[config.mk]
export PLATFORM = sky130hd
export DESIGN_NAME = seg7_scan_if
export DESIGN_NICKNAME = d
export VERILOG_FILES = /design/src/rtl/seg7_pkg.sv /design/src/rtl/seg7_scan_timer.sv /design/src/rtl/seg7_scan_if.sv
export SDC_FILE = /design/constraint.sdc
export NUM_CORES = 1
export LEC_CHECK = 0
export CAP_MARGIN = 20
export CORE_MARGIN = 5
export CORE_UTILIZATION = 45
export CTS_BUF_LIST = sky130_fd_sc_hd__clkbuf_4 sky130_fd_sc_hd__clkbuf_8
export DETAILED_ROUTE_END_ITERATION = 7
export GPL_ROUTABILITY_DRIVEN = 1
export HOLD_SLACK_MARGIN = 0.1
export PLACE_DENSITY = 0.69
export SLEW_MARGIN = 20
export SYNTH_ARGS = -nofsm -noshare
export SYNTH_HDL_FRONTEND = slang
export SYNTH_HIERARCHICAL = 1
export SYNTH_SLANG_ARGS = --single-unit
[constraint.sdc]
create_clock -name s_clk -period 4.04 [get_ports s_clk]
set_clock_uncertainty 0.15 [all_clocks]
set_input_delay 0.404 -clock s_clk [delete_from_list [all_inputs] [get_ports s_clk]]
set_output_delay 0.404 -clock s_clk [all_outputs]
set_load 0.005 [all_outputs]
[src/rtl/seg7_pkg.sv]
// Shared constants for the seg7_scan_if display controller: register offsets
// (relative to SEG7_NUM), CTRL bit positions and the optional hex decode table.
// Optional feature macro: SEG7_HEX_DECODE_EN (enables CTRL.HEX and the decoder).
package seg7_pkg;

  // Register offsets above the last DIGIT register
  localparam int CTRL_OFS  = 0;
  localparam int BLINK_OFS = 1;

  // CTRL register bit positions
  localparam int CTRL_HEX     = 0;
  localparam int CTRL_SCAN_EN = 1;
  localparam int CTRL_BLANK   = 2;

`ifdef SEG7_HEX_DECODE_EN
  // Segments a..g (bit0..6) for hex digits 0..F
  function automatic logic [6:0] hex_decode(input logic [3:0] nib);
    logic [6:0] seg;
    case (nib)
      4'h0:    seg = 7'h3F;
      4'h1:    seg = 7'h06;
      4'h2:    seg = 7'h5B;
      4'h3:    seg = 7'h4F;
      4'h4:    seg = 7'h66;
      4'h5:    seg = 7'h6D;
      4'h6:    seg = 7'h7D;
      4'h7:    seg = 7'h07;
      4'h8:    seg = 7'h7F;
      4'h9:    seg = 7'h6F;
      4'hA:    seg = 7'h77;
      4'hB:    seg = 7'h7C;
      4'hC:    seg = 7'h39;
      4'hD:    seg = 7'h5E;
      4'hE:    seg = 7'h79;
      default: seg = 7'h71;
    endcase
    return seg;
  endfunction
`endif

endpackage

[src/rtl/seg7_scan_timer.sv]
// Scan timer for the multiplexed display: prescaler, digit index and the
// anti-ghosting blank gap at the start of every digit slot. Holding scan_en
// low parks the timer at digit 0, prescaler 0, so re-enable starts with a gap.
module seg7_scan_timer #(
  parameter int SEG7_NUM  = 8,
  parameter int SCAN_DIV  = 50000,
  parameter int BLANK_CYC = 500,
  parameter int IDX_W     = 3
) (
  input  logic             s_clk,
  input  logic             s_reset,
  input  logic             scan_en,
  output logic [IDX_W-1:0] digit_idx,
  output logic             slot_on
);

  localparam int PRE_W = $clog2(SCAN_DIV);

  logic [PRE_W-1:0] presc;

  // Prescaler and digit index; reset or disable parks both at zero
  always_ff @(posedge s_clk) begin
    // NOTE: sequential state uses non-blocking assignments so every register
    // samples the pre-edge value of every other register.
    if (s_reset || !scan_en) begin
      presc     <= '0;
      digit_idx <= '0;
    end else if (presc == PRE_W'(SCAN_DIV - 1)) begin
      presc     <= '0;
      digit_idx <= (digit_idx == IDX_W'(SEG7_NUM - 1)) ? '0 : digit_idx + IDX_W'(1);
    end else begin
      presc <= presc + PRE_W'(1);
    end
  end

  // Digit is driven only after the blank gap and while scanning is enabled
  assign slot_on = scan_en && (presc >= PRE_W'(BLANK_CYC));

endmodule

[src/rtl/seg7_scan_if.sv]
// Avalon-MM 7-segment controller: per-digit pattern registers, blink, global
// blank, static parallel output and time-multiplexed scan output.
// Optional feature macro: SEG7_HEX_DECODE_EN (CTRL.HEX nibble decode).
module seg7_scan_if
  import seg7_pkg::*;
#(
  parameter int SEG7_NUM       = 8,
  parameter int ADDR_WIDTH     = 4,
  parameter int SCAN_DIV       = 50000,
  parameter int BLANK_CYC      = 500,
  parameter int BLINK_LOG2     = 24,
  parameter int DEFAULT_ACTIVE = 1,
  parameter int LOW_ACTIVE     = 1,
  parameter int SEL_LOW_ACTIVE = 1
) (
  input  logic                    s_clk,
  input  logic                    s_reset,
  input  logic [ADDR_WIDTH-1:0]   s_address,
  input  logic                    s_read,
  output logic [7:0]              s_readdata,
  input  logic                    s_write,
  input  logic [7:0]              s_writedata,
  output logic [SEG7_NUM*8-1:0]   SEG7,
  output logic [7:0]              SEG_DATA,
  output logic [SEG7_NUM-1:0]     SEG_SEL
);

  localparam int IDX_W = (SEG7_NUM > 1) ? $clog2(SEG7_NUM) : 1;
  localparam logic [ADDR_WIDTH-1:0] CTRL_ADDR  = ADDR_WIDTH'(SEG7_NUM + CTRL_OFS);
  localparam logic [ADDR_WIDTH-1:0] BLINK_ADDR = ADDR_WIDTH'(SEG7_NUM + BLINK_OFS);
  localparam logic [7:0] DIGIT_RESET = (DEFAULT_ACTIVE != 0) ? 8'hFF : 8'h00;

  logic [7:0]            digit_q [SEG7_NUM];
  logic                  scan_en_q;
  logic                  blank_q;
  logic                  hex_on;
  logic [SEG7_NUM-1:0]   blink_q;
  logic [BLINK_LOG2-1:0] blink_cnt;
  logic                  blink_phase;
  logic [7:0]            read_mux;
  logic [7:0]            eff [SEG7_NUM];
  logic [SEG7_NUM*8-1:0] seg7_raw;
  logic [7:0]            data_raw;
  logic [SEG7_NUM-1:0]   sel_raw;
  logic [IDX_W-1:0]      digit_idx;
  logic                  slot_on;

`ifdef SEG7_HEX_DECODE_EN
  logic hex_q;
  assign hex_on = hex_q;
`else
  assign hex_on = 1'b0;
`endif

  // Register file writes from the Avalon slave
  always_ff @(posedge s_clk) begin
    if (s_reset) begin
      // NOTE: this small register file is reset on purpose, since the display
      // must come up in a defined state; a large RAM would be left unreset.
      for (int n = 0; n < SEG7_NUM; n++) digit_q[n] <= DIGIT_RESET;
      scan_en_q <= 1'b1;
      blank_q   <= 1'b0;
      blink_q   <= '0;
`ifdef SEG7_HEX_DECODE_EN
      hex_q     <= 1'b0;
`endif
    end else if (s_write) begin
      for (int n = 0; n < SEG7_NUM; n++) begin
        if (s_address == ADDR_WIDTH'(n)) digit_q[n] <= s_writedata;
      end
      if (s_address == CTRL_ADDR) begin
        scan_en_q <= s_writedata[CTRL_SCAN_EN];
        blank_q   <= s_writedata[CTRL_BLANK];
`ifdef SEG7_HEX_DECODE_EN
        hex_q     <= s_writedata[CTRL_HEX];
`endif
      end
      if (s_address == BLINK_ADDR) blink_q <= s_writedata[SEG7_NUM-1:0];
    end
  end

  // Read-data selection; unmapped addresses and unused bits read zero
  always_comb begin
    // NOTE: every combinational output gets a default first so no path
    // through the block leaves it unassigned and infers a latch.
    read_mux = '0;
    for (int n = 0; n < SEG7_NUM; n++) begin
      if (s_address == ADDR_WIDTH'(n)) read_mux = digit_q[n];
    end
    if (s_address == CTRL_ADDR) begin
      read_mux[CTRL_HEX]     = hex_on;
      read_mux[CTRL_SCAN_EN] = scan_en_q;
      read_mux[CTRL_BLANK]   = blank_q;
    end
    if (s_address == BLINK_ADDR) read_mux = 8'(blink_q);
  end

  // Registered read data; a simultaneous write wins and the old data holds
  always_ff @(posedge s_clk) begin
    if (s_reset) begin
      s_readdata <= '0;
    end else if (s_read && !s_write) begin
      s_readdata <= read_mux;
    end
  end

  // Free-running blink counter, independent of scanning
  always_ff @(posedge s_clk) begin
    if (s_reset) blink_cnt <= '0;
    else         blink_cnt <= blink_cnt + BLINK_LOG2'(1);
  end

  assign blink_phase = blink_cnt[BLINK_LOG2-1];

  // Effective pattern per digit: optional decode, then blank/blink forcing
  always_comb begin
    logic [7:0] pat;
    pat      = '0;
    seg7_raw = '0;
    for (int n = 0; n < SEG7_NUM; n++) begin
      pat = digit_q[n];
`ifdef SEG7_HEX_DECODE_EN
      if (hex_on) pat = {digit_q[n][7], hex_decode(digit_q[n][3:0])};
`endif
      if (blank_q || (blink_q[n] && blink_phase)) pat = '0;
      eff[n]              = pat;
      seg7_raw[8*n +: 8]  = pat;
    end
  end

  seg7_scan_timer #(
    .SEG7_NUM  (SEG7_NUM),
    .SCAN_DIV  (SCAN_DIV),
    .BLANK_CYC (BLANK_CYC),
    .IDX_W     (IDX_W)
  ) u_timer (
    .s_clk     (s_clk),
    .s_reset   (s_reset),
    .scan_en   (scan_en_q),
    .digit_idx (digit_idx),
    .slot_on   (slot_on)
  );

  // Multiplexed bus: select and data only for the current digit outside the gap
  always_comb begin
    data_raw = '0;
    sel_raw  = '0;
    for (int n = 0; n < SEG7_NUM; n++) begin
      if (slot_on && (digit_idx == IDX_W'(n))) begin
        data_raw   = eff[n];
        sel_raw[n] = 1'b1;
      end
    end
  end

  // Pin polarity is applied last
  assign SEG7     = (LOW_ACTIVE != 0)     ? ~seg7_raw : seg7_raw;
  assign SEG_DATA = (LOW_ACTIVE != 0)     ? ~data_raw : data_raw;
  assign SEG_SEL  = (SEL_LOW_ACTIVE != 0) ? ~sel_raw  : sel_raw;

endmodule

==> impl_results.md <==
- Status: finished, final reports clean
- Critical setup path kind: flop to output pin
- Final hold vios: 0
- Port bufs: between 100 and 150
- TritonCTS Buffers: 17
- EDFF count, synth: 64
- PwrDens: 365.3 nW/um^2
- TritonCTS clock tree: built
- Slew headroom: 0.4011
- Vias in the first global route: about 5900
- Max-cap viol count: 0
- First-pass GRT wire length: ~34 mm
- Final net count: slightly below 900
- Fmax: 258.2 MHz
- Crit path cell chain: or4_1 > nor4_1 > o21ai_0 > and2_4 > and4b_2 > and2_2 > a21o_1 > o22ai_1 > clkdlybuf4s50_1
- Via count: between 6000 and 7000
- Worst setup SP type: flop
- Setup TNS: 0 ns
- Slowest CP cell: or4_1
- Synth unique cells: 67
- FF+latch count, synth: 125
- CP endpoint kind: output pin
- Peak supply drop: 0.1983 mV
- Die Span Y: between 100 and 150 um
- Net Count, Synth: ~780
- Worst-Margin Slew: ~0.90 ns
- Fin. max-slew vios: 0
- Remaining global-route overflow: 0
- Initial DRC Count: between 600 and 700
- Die area: 17490 um^2
- CTS Sinks: 125
- Io pins: 104
- DRC Markers: 0
- Fin crit share: 0.9585
- Reg area: roughly 3100 um^2
- Final ANT Viol Nets: 0
- Chip Width: approximately 130 um
- Clock latency on the worst-skew pair: between 0.4 and 0.5 ns
- Std cell rows: 44
- CP top delay family: simple AND/OR/NAND/NOR gates
- Unrepaired setup endpoints after global routing: no
- Post-synthesis sequential area ratio: 0.4673
- Multi-input gate area: 3267 um^2
- Clk pin slew, worst setup/hold paths: approximately 0.070 ns
- CP Max Fanout: 9
- P&R area growth vs syn: 23.92%
- Vias/cell: ~5.9
- Final setup violation count: 0
- Initial Utilization: 0.4611
- Synth Cell Area: 6726 um^2
- DRT Pass-1 Iters: 5
- Diode count: 0
- Cells after Synth: 760
- Worst Hold Slack: approximately 0.3 ns
- Pin count of the biggest net entering global routing: 34
- Synth async-reset ratio: 0
- Crit path DAT: 3.32 ns
- DR WL/cell: between 20 and 25 um
- Longest Clk Path Bufs: 2
- Leak Pwr: around 3.1 nW
- Fin crit period: ~3.9 ns
- Detailed Place HPWL: roughly 17 mm
- Initial antenna violation count: 0
- Layout cells sized above 1: 0.09397
- GRT Resource Usage Total: 0.2434
- Critical Path Max Stage Delay: about 0.55 ns
- Core area: approximately 15000 um^2
- Ys flop type: edfxtp_1
- CTS root buffer: clkbuf_8
- WL final: 21.70 mm
- CTS H-tree lvls: 4
- Fillers: approximately 1300
- Critical path buffers and inverters: 1
- Routability cong.: 0.9837
- Yosys synthesis warning count: 6
- Syn Area/Cell: approximately 9 um^2
- Worst EP required: about 3.5 ns
- HP Class: input port to flop
-- cell usage after synthesis (7+ instances only) --
master	instances	area share
nor3_1	19	0.014
inv_1	22	0.012
nor2_1	73	0.041
nand4_1	10	0.0093
nand2b_1	10	0.0093
o22ai_1	8	0.0074
a21o_1	8	0.0089
mux2i_1	9	0.013
nor4_1	15	0.014
xnor2_1	25	0.033
o21ai_0	20	0.015
a2bb2oi_1	8	0.010
clkbuf_1	16	0.0089
dfxtp_1	61	0.18
nand3_1	33	0.025
a21oi_1	60	0.045
edfxtp_1	64	0.29
o211a_1	8	0.012
xor2_1	7	0.0091
buf_2	21	0.016
nand2_1	147	0.082
-- report_power, final --
part           total (mW)  internal [mW]  switching (mW)
clock                1.26          0.752           0.507
sequential           1.45           1.39          0.0619
combinational       0.333          0.158           0.175
total                3.04           2.30           0.744
-- flip-flops by register name, indices dropped and copies added, names as in the netlist --
signal and flops:
blink_q 8, scan_en_q 1, blank_q 1, digit_q 64, u_timer/digit_idx 3, blink_cnt 24, s_readdata 8, u_timer/presc 16
-- final timing paths --
check                    startpoint                end  slack (ns)  cells past startpoint
hold reg to reg        blink_cnt[0]       blink_cnt[0]        0.32                      1
setup reg to reg  u_timer/presc[11]  u_timer/presc[11]        1.57                      4
hold / removal              s_reset            blank_q        0.30                      2
setup / recovery  u_timer/presc[11]        SEG_DATA[5]        0.17                      9
-- per-layer routing --
layer | GRT usage | part of all wire | vias up
met3 | 0.05916 | 0.093 | 41
met2 | 0.3874 | 0.46 | 320
met4 | 0.09219 | 0.026 | 0
met1 | 0.3218 | 0.42 | 2966
met5 | 0 | 0 | -
li1 | - | - | 2882
-- area by class of cell --
type / instances / share of cell area
flip-flops and latches: 125 / 0.3771
clock buffers: 18 / 0.02972
clock inverters: 14 / 0.02582
inverters: 23 / 0.01036
well taps: 184 / 0.02762
repair buffers: 119 / 0.1375
multi-input cells: 563 / 0.3919
-- placed cells by master (no fill, tap or decap), drive strengths merged, types with 10 or more instances in the layout --
master         synthesis  layout
a21oi                 65      65
buf                   33      17
nor3                  21      21
o21ai                 21      21
nor4                  16      16
edfxtp                64      64
inv                   23      24
nand3                 34      34
nand2                147     147
nand2b                10      10
dfxtp                 61      61
nand4                 10      10
xnor2                 25      25
clkdlybuf4s50          0     102
clkbuf                16      18
nor2                  74      74
-- repair_timing --
action	in CTS	in global routing
endpoints found under the setup margin	8	8
pin swaps	0	1
buffers inserted	0	3
hold buffers	0	0
resized for setup	1	5
hold endpoints to repair	0	0
-- cell families after synthesis --
group,after synthesis,synth area share
XOR/XNOR,32,0.04167
AND/OR/NAND/NOR,359,0.2565
AO/OA/AOI/OAI,151,0.1466
flip-flops,125,0.4673
multiplexers,16,0.03013
adder cells (fa/ha/maj),5,0.009301
buffers and inverters,72,0.04855
-- metrics by stage --
| stage | std cells | total power [mW] | utilization | setup slack [ns] | area, um^2 |
|---|---|---|---|---|---|
| 6_report | 1046 | 3.045 | 0.5714 | 0.1677 | 8335 |
| 4_1_cts | 1043 | 3.059 | 0.5692 | 0.03233 | 8304 |
| 3_3_place_gp | 1011 | 1.806 | 0.5374 | 0.5667 | 7840 |
| 2_1_floorplan | 760 | 1.609 | - | 1.164 | 6726 |
| 3_5_place_dp | 1011 | 1.808 | 0.5374 | 0.4259 | 7840 |
| 5_1_grt | 1046 | 3.144 | 0.5714 | 0.003367 | 8335 |
Note: power is estimated with default switching activity, not from simulation.
